### src/rtl/multiword_add_ctrl.sv
// Multi-cycle wide adder: one BIT_WIDTH full_adder slice reused over NUM_WORDS cycles,
// least-significant slice first, carry chained through a register between cycles.

module full_adder #(
    parameter int BIT_WIDTH = 4
) (
    input  logic [BIT_WIDTH-1:0] a,
    input  logic [BIT_WIDTH-1:0] b,
    input  logic                 cin,
    output logic [BIT_WIDTH-1:0] sum,
    output logic                 cout
);
    assign {cout, sum} = {1'b0, a} + {1'b0, b} + {{BIT_WIDTH{1'b0}}, cin};
endmodule

module multiword_add_ctrl #(
    parameter int BIT_WIDTH     = 4,
    parameter int OPERAND_WIDTH = 16
) (
    input  logic                     clk,
    input  logic                     rst_n,
    input  logic                     in_valid,
    output logic                     in_ready,
    input  logic [OPERAND_WIDTH-1:0] in_a,
    input  logic [OPERAND_WIDTH-1:0] in_b,
    input  logic                     in_cin,
    output logic                     out_valid,
    input  logic                     out_ready,
    output logic [OPERAND_WIDTH-1:0] out_sum,
    output logic                     out_cout,
    output logic                     busy
);
    localparam int NUM_WORDS = OPERAND_WIDTH / BIT_WIDTH;
    localparam int IDX_W     = (NUM_WORDS > 1) ? $clog2(NUM_WORDS) : 1;
    localparam logic [IDX_W-1:0] LAST_IDX = IDX_W'(NUM_WORDS - 1);

    generate
        if (BIT_WIDTH < 1 || OPERAND_WIDTH < BIT_WIDTH ||
            (NUM_WORDS * BIT_WIDTH) != OPERAND_WIDTH) begin : g_bad_params
            $error("OPERAND_WIDTH must be a non-zero multiple of BIT_WIDTH");
        end
    endgenerate

    typedef enum logic [1:0] {
        IDLE = 2'd0,
        RUN  = 2'd1,
        DONE = 2'd2
    } state_t;

    state_t                   state;
    state_t                   state_nxt;
    logic [IDX_W-1:0]         idx;
    logic                     carry;
    logic [OPERAND_WIDTH-1:0] opa;
    logic [OPERAND_WIDTH-1:0] opb;
    logic [BIT_WIDTH-1:0]     fa_a;
    logic [BIT_WIDTH-1:0]     fa_b;
    logic [BIT_WIDTH-1:0]     fa_sum;
    logic                     fa_cout;
    logic                     accept;
    logic                     last;

    assign accept = in_valid && in_ready;
    assign last   = (idx == LAST_IDX);
    assign fa_a   = opa[idx*BIT_WIDTH +: BIT_WIDTH];
    assign fa_b   = opb[idx*BIT_WIDTH +: BIT_WIDTH];

    full_adder #(
        .BIT_WIDTH(BIT_WIDTH)
    ) u_fa (
        .a   (fa_a),
        .b   (fa_b),
        .cin (carry),
        .sum (fa_sum),
        .cout(fa_cout)
    );

    always_ff @(posedge clk or negedge rst_n) begin
        if (!rst_n) begin
            state <= IDLE;
        end else begin
            state <= state_nxt;
        end
    end

    always_comb begin
        state_nxt = state;
        case (state)
            IDLE:    if (accept) state_nxt = RUN;
            RUN:     if (last) state_nxt = DONE;
            DONE:    if (out_ready) state_nxt = IDLE;
            default: state_nxt = IDLE;
        endcase
    end

    always_comb begin
        in_ready  = (state == IDLE);
        out_valid = (state == DONE);
        busy      = (state != IDLE);
    end

    // Operands are pure data: captured on accept only, no reset needed.
    always_ff @(posedge clk) begin
        if (accept) begin
            opa <= in_a;
            opb <= in_b;
        end
    end

    // Slice results land directly in out_sum; it is only meaningful once DONE is reached.
    always_ff @(posedge clk or negedge rst_n) begin
        if (!rst_n) begin
            idx      <= '0;
            carry    <= 1'b0;
            out_sum  <= '0;
            out_cout <= 1'b0;
        end else begin
            case (state)
                IDLE: begin
                    if (accept) begin
                        carry <= in_cin;
                        idx   <= '0;
                    end
                end
                RUN: begin
                    out_sum[idx*BIT_WIDTH +: BIT_WIDTH] <= fa_sum;
                    carry <= fa_cout;
                    if (last) begin
                        idx      <= '0;
                        out_cout <= fa_cout;
                    end else begin
                        idx <= idx + 1'b1;
                    end
                end
                default: ;
            endcase
        end
    end
endmodule

### config.mk
export PLATFORM = sky130hd
export DESIGN_NAME = multiword_add_ctrl
export DESIGN_NICKNAME = d
export VERILOG_FILES = /design/src/rtl/multiword_add_ctrl.sv
export SDC_FILE = /design/constraint.sdc
export NUM_CORES = 1
export LEC_CHECK = 0
export ABC_AREA = 1
export BUFFER_PORTS_ARGS = -buffer_cell sky130_fd_sc_hd__buf_2
export CORE_ASPECT_RATIO = 2
export CORE_MARGIN = 5
export CORE_UTILIZATION = 35
export DETAILED_ROUTE_END_ITERATION = 12
export PLACE_DENSITY = 0.64
export SYNTH_ARGS = -nofsm -noshare
export SYNTH_HDL_FRONTEND = slang
export SYNTH_HIERARCHICAL = 1
export SYNTH_SLANG_ARGS = --single-unit
### constraint.sdc
create_clock -name clk -period 2.05 [get_ports clk]
set_input_delay 0.1025 -clock clk [delete_from_list [all_inputs] [get_ports clk]]
set_output_delay 0.1025 -clock clk [all_outputs]
set_load 0.01 [all_outputs]
**Word level (Yosys, flattened, before mapping)**

Index checks and enable logic that the tools add are counted.

- Flip-flop bits (word level): 54
- Latch bits: 0
- Bits in writable memories: 0
- Bits in read-only memories: 0
- Input port bits: 37
- Output and inout bits: 20
- Word-level logic and storage cells: 38
- Memories kept: 0

- $add $sub $neg: 4
- Multipliers: 0
- Divide/modulo/power cells: 0
- Order comparisons: 0
- Equal/unequal tests: 6
- Shift-type cells: 4
- Mux-type cells: 10
- Bitwise operators: 0
- Reduce and logical (&&, ||, !) cells: 7

Operators with widths:

| kind | count |
|---|---|
| negator 4 -> 34 bit | 1 |
| variable shift 4 x 34 -> 16 bit, first input constant | 1 |
| indexed part select 4 x 34 -> 16 bit | 1 |
| indexed part select 16 x 5 -> 4 bit | 2 |
| bitwise mux 16 bit | 1 |
| two-way mux 2 bit | 5 |
| case mux 2 bit (3 select lines) | 1 |
| adder 4 x 4 -> 5 bit | 1 |
| adder 5 x 1 -> 5 bit | 1 |
| equality test 2 bit, second input constant | 2 |
| inequality test 2 x 1 -> 1 bit, second input constant | 2 |
| case mux 2 bit (2 select lines) | 1 |
| AND reduction 2 bit | 2 |
| nonzero test 2 bit | 2 |
| AND reduction 3 bit | 1 |
| adder 2 x 1 -> 2 bit, second input constant | 1 |
| equality test 2 x 1 -> 1 bit, second input constant | 1 |
| zero test 2 bit | 1 |
| inequality test 2 bit, second input constant | 1 |
| case mux 1 bit (2 select lines) | 1 |
| logical AND 1 bit | 1 |
| two-way mux 1 bit | 1 |

**Depth between registers and ports, before layout**

Gate-level depths: netlist of the first run.

- Depth after elaboration: 5
- Mapped depth: 15
- Mapped depth without buffers: 14

**Hierarchy**

The synthesis of the first run kept the hierarchy.

By module, submodules not included:

| module | instances | cells each | area an instance (um2) | seq. area each (um2) |
|---|---|---|---|---|
| multiword_add_ctrl | 1 | 225 | 2,359.8 | 1,511.4 |
| full_adder | 1 | 25 | 165.2 | 0.0 |

**Least setup slack after synthesis of the first run**

OpenSTA, ideal clock, no wires.

- Kind: reg2reg
- From: register idx[1]
- To: register out_sum[13]
- Library setup time: 65 ps
- Arrival time: 2,141 ps
- Required time: 1,985 ps
- Setup slack: -156 ps
- Stages on the path, launching flop included: 13
- Path buffers: 2
- Period minus slack after synthesis: 2,206 ps
- Path through: dfrtp_1 -> buf_2 -> buf_2 -> o211ai_1 -> nand2_1 -> fa_1 -> inv_1 -> fa_1 -> inv_1 -> nand2_1 -> nor2_1 -> nand2_1 -> nand2_1

- Cells in the longest elaborated chain, start to end: 5
- Elaborated cells on any way between the ends: 8
- Those cells by class: add/sub (3); shift (4); mux (1)

RTL lines:

| element | line | text |
|---|---|---|
| start: declaration | 52 | `logic [IDX_W-1:0] idx;` |
| start signal: assignment | 132 | `idx <= idx + 1'b1;` |
| indexed part select 16 x 5 -> 4 bit | 65 | `assign fa_a = opa[idx*BIT_WIDTH +: BIT_WIDTH];` |
| via fa_a[0] | 56 | `logic [BIT_WIDTH-1:0] fa_a;` |
| adder 4 x 4 -> 5 bit | 13 | `assign {cout, sum} = {1'b0, a} + {1'b0, b} + {{BIT_WIDTH{1'b0}}, cin};` |
| adder 5 x 1 -> 5 bit | 13 |  |
| via fa_sum[1] | 58 | `logic [BIT_WIDTH-1:0] fa_sum;` |
| indexed part select 4 x 34 -> 16 bit | 126 | `out_sum[idx*BIT_WIDTH +: BIT_WIDTH] <= fa_sum;` |
| bitwise mux 16 bit | 126 |  |
| end signal: indexed assignment | 126 |  |
| end: declaration | 29 | `output logic [OPERAND_WIDTH-1:0] out_sum,` |

The timed path passes the listed nets, and every way through them passes these cells.
A chain may end at the register's enable or synchronous reset.

**Worst setup path after layout of the first run**

- From: register idx[0]
- To: register out_sum[13]

Same word-level chain as after synthesis.

==> results.py, run 1 <==
metrics = {
    "status": {
        "status": "finished, violations left",
        "failing_checks": "negative setup slack",
    },
    "global_route": {
        "gr-usage-all-layers_pct": 13.9,
        "total_grt_overflow": 0,
        "grt_pass1_wl_um": 9640,
        "grt_antenna_before_repair": 0,
        "grt_start_max_net_pins": 33,
        "first_global_vias": 2123,
    },
    "worst_setup_path": {
        "worstSetupEndpointType": "flop",
        "critical_path_arrival_ns": 2.40,
        "ff2ff_setup_slack_ns": -0.11,
        "max_stage_delay_cell_worst_path": "sky130_fd_sc_hd__fa_2",
        "crit_path_start_kind": "flop",
        "critical_path.max_stage_delay_ns": 0.43,
        "crit_path_max_fanout": 8,
        "crit_path_cell_trace": "inv_4 -> buf_6 -> nand2_2 -> o211ai_1 -> nand2_1 -> fa_2 -> inv_2 -> fa_2 -> inv_2 -> nand2_2 -> nor2_2 -> nand2_1 -> nand2_1",
        "timing.rr.start": "idx[0]",
        "path_class": "flop to flop",
        "worst_path_dominant_cell_family": "adder cells",
        "cp_num_buf_inv": 4,
        "rr_worst_depth": 13,
        "critical_path.most_common_cell": "sky130_fd_sc_hd__nand2_1",
        "timing.rr.end": "out_sum[13]",
        "worst_ep_required_time_ns": 2.29,
    },
    "timing": {
        "worst_pin_slew_ns": 0.475,
        "layout_setup_ws_ns": -0.111,
        "hold_violations": 0,
        "maxClockFrequency_mhz": 463,
        "post-route-min-period_ns": 2.16,
        "slew_headroom_pct": 68.3,
        "finalMaxSlewViolations": 0,
        "final_min_period_over_clock_period_pct": 105,
        "fin_worst_skew_ns": 0.00569,
        "grt_setup_unrepaired": "true",
        "setup_viol": 5,
    },
    "run": {
        "max_capacitance_violation_total": 0,
    },
    "floorplan": {
        "die_h_um": 130,
        "fp.dieW_um": 70.1,
        "die_area_um2": 9120,
        "core_region_area_um2": 6990,
        "row_count": 43,
        "ioPinCount": 57,
        "initial_core_util_pct": 36.1,
    },
    "min_path": {
        "min_path_type": "primary input to flop",
        "hold_path.startpoint": "out_ready",
        "hold_path_depth": 2,
        "hold_path_end": "state[1]",
    },
    "drt": {
        "antenna_violating_nets_post_route": 0,
        "detailedRoute.firstPassIterationCount": 4,
        "route.detailed.wl_per_inst_um": 13.2,
        "postRouteWirelength_um": 5910,
        "post_drt_via_cell_ratio": 4.52,
        "post-route-drc-count": 0,
        "via_count": 2019,
        "detailedRoute.firstIterationViolations": 64,
    },
    "finish": {
        "design.final.nets": 403,
        "design_area_um2": 3630,
        "instances_no_fill": 447,
        "syn_to_final_growth_pct": 43.7,
        "num_antenna_cells": 0,
        "layout-drive-gt1-share_pct": 32.2,
        "layout_common_cells": "75 x sky130_fd_sc_hd__nand2_1, 56 x sky130_fd_sc_hd__buf_2, 33 x sky130_fd_sc_hd__dlygate4sd3_1, 32 x sky130_fd_sc_hd__edfxtp_1, 24 x sky130_fd_sc_hd__nor2_1",
        "post-route-util_pct": 51.9,
        "most_frequent_standard_cell_in_the_layout_excluding_fill_and_tap_cells": "sky130_fd_sc_hd__nand2_1",
    },
    "pwr": {
        "power_density_nw_per_um2": 1580,
        "power.share.sequential_pct": 28.5,
        "net_switching_uw": 2370,
        "power.share.combinational_pct": 54.7,
        "worst_ir_drop_vdd_v": 0.000863,
        "power.internal_uw": 3370,
        "cellLeakagePower_uw": 0.00172,
        "clock_power_share_pct": 16.8,
        "p_sw_share_pct": 41.3,
    },
    "logic_synthesis": {
        "post_synth_instance_area_um2": 2520,
        "syn_inst": 250,
        "synth_area_per_cell_um2": 10.1,
        "synth-seq-area-share_pct": 59.9,
        "yosys.cell_types.count": 26,
        "synth-seq-cells": 54,
        "synth_warnings": 6,
        "synth_fp_nets": 297,
    },
    "cts": {
        "clkTransAtPathRegs_ns": 0.07,
        "cts.sink_count": 54,
        "clock_tree.buffer_depth": 2,
        "cts_buffers": 5,
        "cts_tree": "done",
        "cts-htree-levels": 2,
        "ctsRootBufferMaster": "sky130_fd_sc_hd__clkbuf_16",
        "clk_latency_ns": 0.30,
    },
    "placed_design": {
        "placed_cells_incl_taps": 402,
        "hpwl_detailed_um": 4380,
        "buffer_ports.inserted": 56,
        "finalWeightedCongestion": 0.886,
        "placed_area_um2": 3010,
    },
}
## stage by stage
stage               setup slack (ns)  hold WS [ns]  TNS [ns]  power, uW
finish                        -0.111       0.00289    -0.303       5740
global route                  -0.259        0.0153     -2.05       6190
CTS                          -0.0620       0.00158    -0.238       5560
detailed placement            -0.148        0.0922    -0.825       4310
global placement              -0.127        0.0935    -0.347       4240
floorplan                    -0.0443        -0.193   -0.0945       3480
## synthesized netlist by cell type
master,count,share of area (%)
sky130_fd_sc_hd__nor2_4,2,0.89
sky130_fd_sc_hd__buf_2,5,0.99
sky130_fd_sc_hd__nor2_2,2,0.50
sky130_fd_sc_hd__fa_1,2,1.6
sky130_fd_sc_hd__inv_1,26,3.9
sky130_fd_sc_hd__nor2_1,26,3.9
sky130_fd_sc_hd__nand3_4,4,2.8
sky130_fd_sc_hd__a21oi_1,2,0.40
sky130_fd_sc_hd__nand3b_1,1,0.30
sky130_fd_sc_hd__o21ai_2,1,0.35
sky130_fd_sc_hd__o211ai_1,8,2.4
sky130_fd_sc_hd__xnor2_1,1,0.35
sky130_fd_sc_hd__nand2_1,81,12
sky130_fd_sc_hd__nor3_1,1,0.20
sky130_fd_sc_hd__o21ai_0,12,2.4
sky130_fd_sc_hd__nand3_1,7,1.4
sky130_fd_sc_hd__edfxtp_1,32,38
sky130_fd_sc_hd__inv_2,1,0.15
sky130_fd_sc_hd__ha_1,8,4.0
sky130_fd_sc_hd__inv_4,1,0.25
sky130_fd_sc_hd__buf_6,1,0.45
sky130_fd_sc_hd__clkbuf_1,1,0.15
sky130_fd_sc_hd__nor3_2,1,0.40
sky130_fd_sc_hd__o31ai_1,1,0.30
sky130_fd_sc_hd__dfrtp_1,22,22
sky130_fd_sc_hd__nand2_2,1,0.25
## flip-flops by register name, indices dropped and copies added (netlist names)
name,flops
carry,1
idx,2
opa,16
opb,16
out_cout,1
out_sum,16
state,2
## worst register-to-register path: cells and delay by family, from the launching register on
kind                     cells  cell delay, ns
AND/OR/NAND/NOR              6            0.45
adder cells (fa/ha/maj)      2            0.80
AO/OA/AOI/OAI                1            0.07
flip-flops                   1            0.42
buffers and inverters        4            0.38
## routing by layer
layer | track usage (%) | part of all wire, % | vias up | wire, um
met5 | 0 | 0 | - | 0
met4 | 7.56 | 3.3 | 0 | 195
met3 | 3.01 | 3.7 | 14 | 217
met2 | 29.1 | 62 | 48 | 3650
met1 | 11.4 | 31 | 941 | 1840
li1 | - | - | 1016 | -
## what timing repair did
item	CTS	global route
endpoints found under the setup margin	11	14
buffers inserted	3	2
gates resized for setup	11	16
hold buffers	33	0
hold endpoints to repair	54	0
pin swaps	1	4
## logic make-up (layout without fill, tap and decap cells)
| kind of cell | Yosys count | count (layout) | share of synthesized area, % |
|---|---|---|---|
| compound gates | 24 | 24 | 5.80 |
| xor+xnor | 1 | 1 | 0.347 |
| simple gates | 126 | 126 | 22.6 |
| fa+ha+maj | 10 | 10 | 5.55 |
| flops | 54 | 54 | 59.9 |
| buf+inv | 35 | 142 | 5.85 |
## worst max path at each step
stage | startpoint | endpoint | slack [ns] | cells past startpoint
after floorplan | idx[0] | out_sum[13] | -0.04 | 14
after global placement | idx[0] | out_sum[13] | -0.13 | 11
after detailed placement | idx[0] | out_sum[13] | -0.15 | 11
after CTS | idx[0] | out_sum[13] | -0.06 | 13
after global routing | idx[0] | out_sum[13] | -0.26 | 12
final | idx[0] | out_sum[13] | -0.11 | 13
## power by group through the flow
stage / registers (uW) / clock network (uW) / logic, uW
detailed placement: 1660 / 0 / 2660
floorplan: 1690 / 0 / 1800
CTS: 1640 / 977 / 2940
finish: 1640 / 962 / 3140
global route: 1680 / 1010 / 3500
global placement: 1650 / 0 / 2590
## area by class of cell
type / count / area, um2
clock buffer: 5 / 125
clock inverter: 3 / 43.8
fill: 654 / 3370
inverter: 28 / 110
multi-input combinational: 161 / 946
sequential: 54 / 1510
tap: 90 / 113
timing repair buffer: 106 / 778
(Power assumes the default switching activity.)
==> inputs of run 2 (changes only) <==
- ABC_AREA: 1 -> default
==> run 2 against run 1 <==
Net effect:
- the run still ends with negative setup slack left
- non-clock buffer count decreased by 12
- flip-flop and latch count stayed put
- routed wire length is 14% lower
- hold slack improved by 0.00058 ns
- global-route usage fell by 0.92 points
- clock power decreased by 2%
- register-to-register slack got worse by 0.11 ns
- final cell count shrank 22%
- final area down 7.9%
- die area decreased by 5.6%
==> results.py, run 2 <==
metrics = {
    "status": {
        "status": "finished, violations left",
        "failing_checks": "negative setup slack",
    },
    "worst_setup_path": {
        "worst_path_dominant_cell_family": "multiplexers",
        "worstSetupEndpointType": "flop",
        "critical_path.max_stage_delay_ns": 0.54,
        "cp_num_buf_inv": 1,
        "worst_ep_required_time_ns": 2.23,
        "critical_path_arrival_ns": 2.45,
        "crit_path_start_kind": "flop",
        "crit_path_max_fanout": 3,
        "crit_path_cell_trace": "mux4_2 -> fa_2 -> inv_2 -> fa_2 -> nor2b_1 -> o21ai_1 -> nand2b_1 -> mux2_2",
        "critical_path.most_common_cell": "sky130_fd_sc_hd__fa_2",
        "path_class": "flop to flop",
        "max_stage_delay_cell_worst_path": "sky130_fd_sc_hd__mux4_2",
    },
    "timing": {
        "worst_pin_slew_ns": 0.596,
        "hold_violations": 0,
        "slew_headroom_pct": 60.2,
        "final_min_period_over_clock_period_pct": 111,
        "setup_viol": 14,
        "post-route-min-period_ns": 2.27,
        "grt_setup_unrepaired": "true",
        "maxClockFrequency_mhz": 440,
        "finalMaxSlewViolations": 0,
        "layout_setup_ws_ns": -0.221,
        "fin_worst_skew_ns": 0.00356,
    },
    "logic_synthesis": {
        "yosysMostFrequentCell": "sky130_fd_sc_hd__edfxtp_1",
        "synth_top_area_cell": "sky130_fd_sc_hd__edfxtp_1",
        "synthTopCellsByArea": "sky130_fd_sc_hd__edfxtp_1 41%, sky130_fd_sc_hd__dfrtp_1 23%, sky130_fd_sc_hd__mux4_2 6.7%, sky130_fd_sc_hd__nand2_1 4.6%, sky130_fd_sc_hd__ha_1 4.2%",
        "yosys.cell_types.count": 30,
        "synth_top_area_share_pct": 40.6,
        "synth_area_per_cell_um2": 14.3,
        "synth_common_cells": "32 x sky130_fd_sc_hd__edfxtp_1, 29 x sky130_fd_sc_hd__nand2_1, 22 x sky130_fd_sc_hd__dfrtp_1",
        "synth-seq-cells": 54,
        "synth_fp_nets": 213,
        "synth_warnings": 6,
        "synth-seq-area-share_pct": 63.8,
        "synth_edf_count": 32,
        "synth_async_sr_flop_share_pct": 40.7,
        "synthFlopType": "sky130_fd_sc_hd__edfxtp_1",
        "post_synth_instance_area_um2": 2370,
        "syn_inst": 166,
    },
    "cts": {
        "cts_buffers": 5,
        "ctsRootBufferMaster": "sky130_fd_sc_hd__clkbuf_16",
        "clock_tree.buffer_depth": 2,
        "cts.sink_count": 54,
        "clkTransAtPathRegs_ns": 0.07,
        "clk_latency_ns": 0.29,
        "cts-htree-levels": 2,
        "cts_tree": "done",
    },
    "placed_design": {
        "finalWeightedCongestion": 0.803,
        "hpwl_detailed_um": 3670,
        "buffer_ports.inserted": 56,
    },
    "drt": {
        "via_count": 1637,
        "post-route-drc-count": 0,
        "route.detailed.wl_per_inst_um": 14.5,
        "detailedRoute.firstPassIterationCount": 4,
        "detailedRoute.firstIterationViolations": 58,
        "postRouteWirelength_um": 5080,
        "antenna_violating_nets_post_route": 0,
        "post_drt_via_cell_ratio": 4.68,
    },
    "global_route": {
        "total_grt_overflow": 0,
        "gr-usage-all-layers_pct": 13.0,
        "grt_antenna_before_repair": 0,
        "first_global_vias": 1745,
        "grt_start_max_net_pins": 33,
        "grt_pass1_wl_um": 8250,
    },
    "pwr": {
        "sum_of_internal_switching_and_leakage_power_uw": 5130,
        "worst_ir_drop_vdd_v": 0.000770,
        "power_density_nw_per_um2": 1530,
        "cellLeakagePower_uw": 0.00141,
    },
    "finish": {
        "num_antenna_cells": 0,
        "syn_to_final_growth_pct": 41.2,
        "reg.largest.list": "opa (16), opb (16), out_sum (16)",
        "layout_common_cells": "56 x sky130_fd_sc_hd__buf_2, 32 x sky130_fd_sc_hd__dlygate4sd3_1, 32 x sky130_fd_sc_hd__edfxtp_1, 27 x sky130_fd_sc_hd__nand2_1, 21 x sky130_fd_sc_hd__dfrtp_1",
        "layout-drive-gt1-share_pct": 37.4,
        "most_frequent_standard_cell_in_the_layout_excluding_fill_and_tap_cells": "sky130_fd_sc_hd__buf_2",
        "post-route-util_pct": 50.5,
        "design.final.nets": 308,
    },
    "floorplan": {
        "core_region_area_um2": 6620,
        "fp.dieW_um": 68.2,
        "initial_core_util_pct": 35.8,
        "ioPinCount": 57,
        "row_count": 42,
        "die_h_um": 126,
        "die_area_um2": 8610,
    },
    "min_path": {
        "min_path_type": "primary input to flop",
    },
    "run": {
        "max_capacitance_violation_total": 0,
    },
}
run 2: cell types whose count changed after synthesis, moves of 2 or more:
cell / delta
sky130_fd_sc_hd__nand2_1: -52
sky130_fd_sc_hd__nor4b_4: +2
sky130_fd_sc_hd__o2bb2ai_1: +4
sky130_fd_sc_hd__mux4_2: +7
sky130_fd_sc_hd__nor2b_1: +3
sky130_fd_sc_hd__nand3_4: -4
sky130_fd_sc_hd__nor2_2: -2
sky130_fd_sc_hd__inv_1: -16
sky130_fd_sc_hd__nor2_4: -2
sky130_fd_sc_hd__nand3_1: -2
sky130_fd_sc_hd__o21ai_0: +4
sky130_fd_sc_hd__nor2_1: -23
sky130_fd_sc_hd__o211ai_1: -8
run 2: per-layer routing:
layer  wire [um]  vias to the layer above  part of all wire (%)  global-route usage (%)
met3         211                       15                   4.2                    2.21
met4         185                        0                   3.6                    5.63
met1        1590                      784                    31                    12.5
li1            -                      787                     -                       -
met2        3090                       51                    61                    25.1
met5           0                        -                     0                       0
run 2: cells by family after synthesis:
logic type	after synthesis	synth area share [%]
xor gates and xnor gates	2	0.740
muxes	9	8.25
and+or+nand+nor	49	11.5
AOI/OAI and AO/OA	26	6.66
buffers and inverters	16	3.07
DFF	54	63.8
adders and majority gates	10	5.92
run 2: final timing paths:
check	start	end	slack, ns	depth (start not counted)
max	idx[0]	out_cout	-0.22	8
min	out_ready	state[1]	0.003	2
max reg2reg	idx[0]	out_cout	-0.22	8
min reg2reg	out_sum[14]	out_sum[14]	0.47	2
max in group asynchronous	rst_n	idx[0]	1.37	2
min in group asynchronous	rst_n	out_sum[3]	0.32	2
run 2: per-stage QoR:
step	worst slack (ns)	hold WS, ns	cells	area (um2)	TNS (ns)
6_report	-0.221	0.00347	350	3340	-2.24
5_1_grt	-0.324	0.00996	350	3340	-3.61
4_1_cts	-0.242	0.000277	348	3290	-2.59
3_5_place_dp	-0.251	0.0992	309	2790	-2.74
3_3_place_gp	-0.193	0.0989	309	2790	-2.11
2_1_floorplan	-0.320	-0.193	166	2380	-3.24
run 2: repair_timing:
item	in CTS	in global routing
setup buffers	1	0
gates resized for setup	11	7
endpoints found under the setup margin	14	14
endpoints found under the hold margin	51	2
pin swaps	11	9
hold buffers	30	2
run 2: worst reg2reg max path, cell delays in order (launching register included):
cell,delay (ns)
sky130_fd_sc_hd__dfrtp_2,0.42
sky130_fd_sc_hd__mux4_2,0.54
sky130_fd_sc_hd__fa_2,0.42
sky130_fd_sc_hd__inv_2,0.07
sky130_fd_sc_hd__fa_2,0.20
sky130_fd_sc_hd__nor2b_1,0.05
sky130_fd_sc_hd__o21ai_1,0.11
sky130_fd_sc_hd__nand2b_1,0.09
sky130_fd_sc_hd__mux2_2,0.27
run 2: layout make-up:
cell class	instances	area [um2]
fill	608	3280
sequential	54	1510
multi-input combinational	96	851
timing repair buffer	94	662
clock buffer	6	129
tap	88	110
inverter	10	40.0
clock inverter	2	37.5
run 2: power by group:
| group | internal, uW | leakage, uW | total, uW | switching, uW |
|---|---|---|---|---|
| logic | 1160 | 0.000737 | 2510 | 1350 |
| clock network | 577 | 0.0000771 | 942 | 365 |
| registers | 1490 | 0.000592 | 1670 | 180 |
| total | 3230 | 0.00141 | 5130 | 1900 |
==> inputs of run 3 (changes only) <==
- BUFFER_PORTS_ARGS: -buffer_cell sky130_fd_sc_hd__buf_2 -> -buffer_cell sky130_fd_sc_hd__clkbuf_2
- CTS_CLUSTER_DIAMETER: default -> 50
==> run 3 against run 2 <==
Net effect:
- the flow still finishes with violations (negative setup slack)
- sequential share of layout area rose by 0.97 points
- setup slack lost 0.034 ns
- fmax is 1.5% lower
- final cell count is 0.57% higher
- critical path depth unchanged
- largest cell class unchanged
- highest routed layer unchanged
==> results.py, run 3 (same netlist as run 2, synthesis figures left out) <==
metrics = {
    "worst_setup_path": {
        "rr_worst_depth": 8,
        "critical_path_arrival_ns": 2.48,
        "timing.rr.end": "out_cout",
        "cp_num_buf_inv": 1,
        "worst_path_dominant_cell_family": "multiplexers",
        "crit_path_start_kind": "flop",
        "cp-startpoint": "idx[0]",
        "crit_path_cell_trace": "mux4_2 -> fa_2 -> inv_2 -> fa_2 -> nor2b_1 -> o21ai_1 -> nand2b_1 -> mux2_2",
        "crit_path_max_fanout": 5,
        "worst-path-stages": 8,
        "setup.worst_path.end": "out_cout",
        "critical_path.most_common_cell": "sky130_fd_sc_hd__fa_2",
        "worstSetupEndpointType": "flop",
        "ff2ff_setup_slack_ns": -0.26,
        "critical_path.max_stage_delay_ns": 0.54,
        "worst_ep_required_time_ns": 2.22,
        "path_class": "flop to flop",
        "timing.rr.start": "idx[0]",
        "max_stage_delay_cell_worst_path": "sky130_fd_sc_hd__mux4_2",
    },
    "floorplan": {
        "row_count": 42,
        "initial_core_util_pct": 35.8,
        "die_area_um2": 8610,
        "core_region_area_um2": 6620,
        "ioPinCount": 57,
        "die_h_um": 126,
        "fp.dieW_um": 68.2,
    },
    "cts": {
        "clkTransAtPathRegs_ns": 0.07,
        "cts-htree-levels": 2,
        "post-cts-setup-buffers": 0,
        "cts.sink_count": 54,
        "cts_buffers": 5,
        "cts_tree": "done",
        "ctsRootBufferMaster": "sky130_fd_sc_hd__clkbuf_16",
        "clock_tree.buffer_depth": 2,
        "clk_latency_ns": 0.29,
    },
    "drt": {
        "post_drt_via_cell_ratio": 4.59,
        "postRouteWirelength_um": 4980,
        "via_count": 1615,
        "antenna_violating_nets_post_route": 0,
        "post-route-drc-count": 0,
        "detailedRoute.firstPassIterationCount": 4,
        "detailedRoute.firstIterationViolations": 66,
        "route.detailed.wl_per_inst_um": 14.2,
    },
    "finish": {
        "design_area_um2": 3270,
        "design.final.nets": 311,
        "layout_common_cells": "56 x sky130_fd_sc_hd__clkbuf_2, 33 x sky130_fd_sc_hd__dlygate4sd3_1, 32 x sky130_fd_sc_hd__edfxtp_1, 28 x sky130_fd_sc_hd__nand2_1, 21 x sky130_fd_sc_hd__dfrtp_1",
        "layout-drive-gt1-share_pct": 35.2,
        "fillers": 611,
        "reg.largest.list": "opa (16), opb (16), out_sum (16)",
        "num_antenna_cells": 0,
        "multiInputGateArea_um2": 802,
        "most_frequent_standard_cell_in_the_layout_excluding_fill_and_tap_cells": "sky130_fd_sc_hd__clkbuf_2",
        "register_area_um2": 1510,
        "syn_to_final_growth_pct": 38.2,
    },
    "timing": {
        "fin_worst_skew_ns": 0.00471,
        "maxClockFrequency_mhz": 434,
        "setup_viol": 14,
        "layout_setup_ws_ns": -0.256,
        "hold_violations": 0,
        "final_min_period_over_clock_period_pct": 112,
        "hold-worst-slack_ns": 0.0130,
        "post-route-min-period_ns": 2.31,
        "worst_pin_slew_ns": 0.566,
        "slew_headroom_pct": 62.3,
        "finalMaxSlewViolations": 0,
        "grt_setup_unrepaired": "true",
    },
    "status": {
        "failing_checks": "negative setup slack",
        "status": "finished, violations left",
    },
    "placed_design": {
        "placed_area_um2": 2800,
        "hpwl_detailed_um": 3770,
        "place_ws_ns": -0.309,
        "buffer_ports.inserted": 56,
        "finalWeightedCongestion": 0.835,
    },
    "global_route": {
        "grt_antenna_before_repair": 0,
        "gr-usage-all-layers_pct": 13.0,
        "total_grt_overflow": 0,
        "first_global_vias": 1698,
        "grt_pass1_wl_um": 8090,
        "grt_start_max_net_pins": 33,
    },
    "run": {
        "max_capacitance_violation_total": 0,
    },
    "pwr": {
        "cellLeakagePower_uw": 0.00139,
        "power_density_nw_per_um2": 1450,
        "worst_ir_drop_vdd_v": 0.000718,
    },
    "min_path": {
        "min_path_type": "primary input to flop",
    },
}
-- run 3: cell count changes in the layout (fill, tap and decap cells not counted), sizes merged --
cell         delta
buf            -54
bufinv          -1
dlygate4sd3     +1
inv             +1
clkbuf         +55
-- run 3: worst min path at each step --
stage	from	end	slack, ns	depth (start not counted)
3_3_place_gp	rst_n	out_sum[5]	0.12	1
5_1_grt	in_b[12]	opb[12]	0.006	1
2_1_floorplan	rst_n	carry	-0.19	0
4_1_cts	in_b[3]	opb[3]	0.0004	1
6_report	in_b[12]	opb[12]	0.01	1
3_5_place_dp	rst_n	out_sum[7]	0.12	1
-- run 3: final cells by class --
| cell class | count | area share, % |
|---|---|---|
| well taps | 88 | 3.37 |
| flip-flops and latches | 54 | 46.2 |
| clock inverters | 2 | 0.421 |
| repair buffers | 97 | 20.5 |
| multi-input cells | 96 | 24.5 |
| clock buffers | 5 | 3.82 |
| inverters | 10 | 1.15 |
-- run 3: metrics by stage --
step | setup TNS (ns) | power (uW) | util, % | cells
2_1_floorplan | -3.24 | 3210 | - | 166
3_3_place_gp | -2.21 | 3810 | 42.2 | 312
3_5_place_dp | -2.96 | 3880 | 42.2 | 312
4_1_cts | -2.65 | 4750 | 49.1 | 351
5_1_grt | -3.41 | 5060 | 49.4 | 352
6_report | -2.26 | 4750 | 49.4 | 352
-- run 3: metal layers --
layer / wire, um / vias to the layer above / track usage [%] / part of all wire (%)
met5: 0 / - / 0 / 0
met4: 88 / 0 / 5.39 / 1.8
met3: 216 / 7 / 3.63 / 4.3
met2: 3090 / 45 / 25.1 / 62
met1: 1590 / 768 / 11.5 / 32
li1: - / 795 / - / -
-- run 3: what timing repair did --
| action | CTS | global route |
|---|---|---|
| hold endpoints to repair | 53 | 1 |
| hold buffers | 32 | 1 |
| pin swaps | 3 | 0 |
| setup endpoints to repair | 14 | 14 |
| resized for setup | 4 | 2 |
-- run 3: where the power goes --
group / switching (uW) / internal [uW]
Sequential: 181 / 1490
Combinational: 1250 / 1030
Clock: 355 / 447
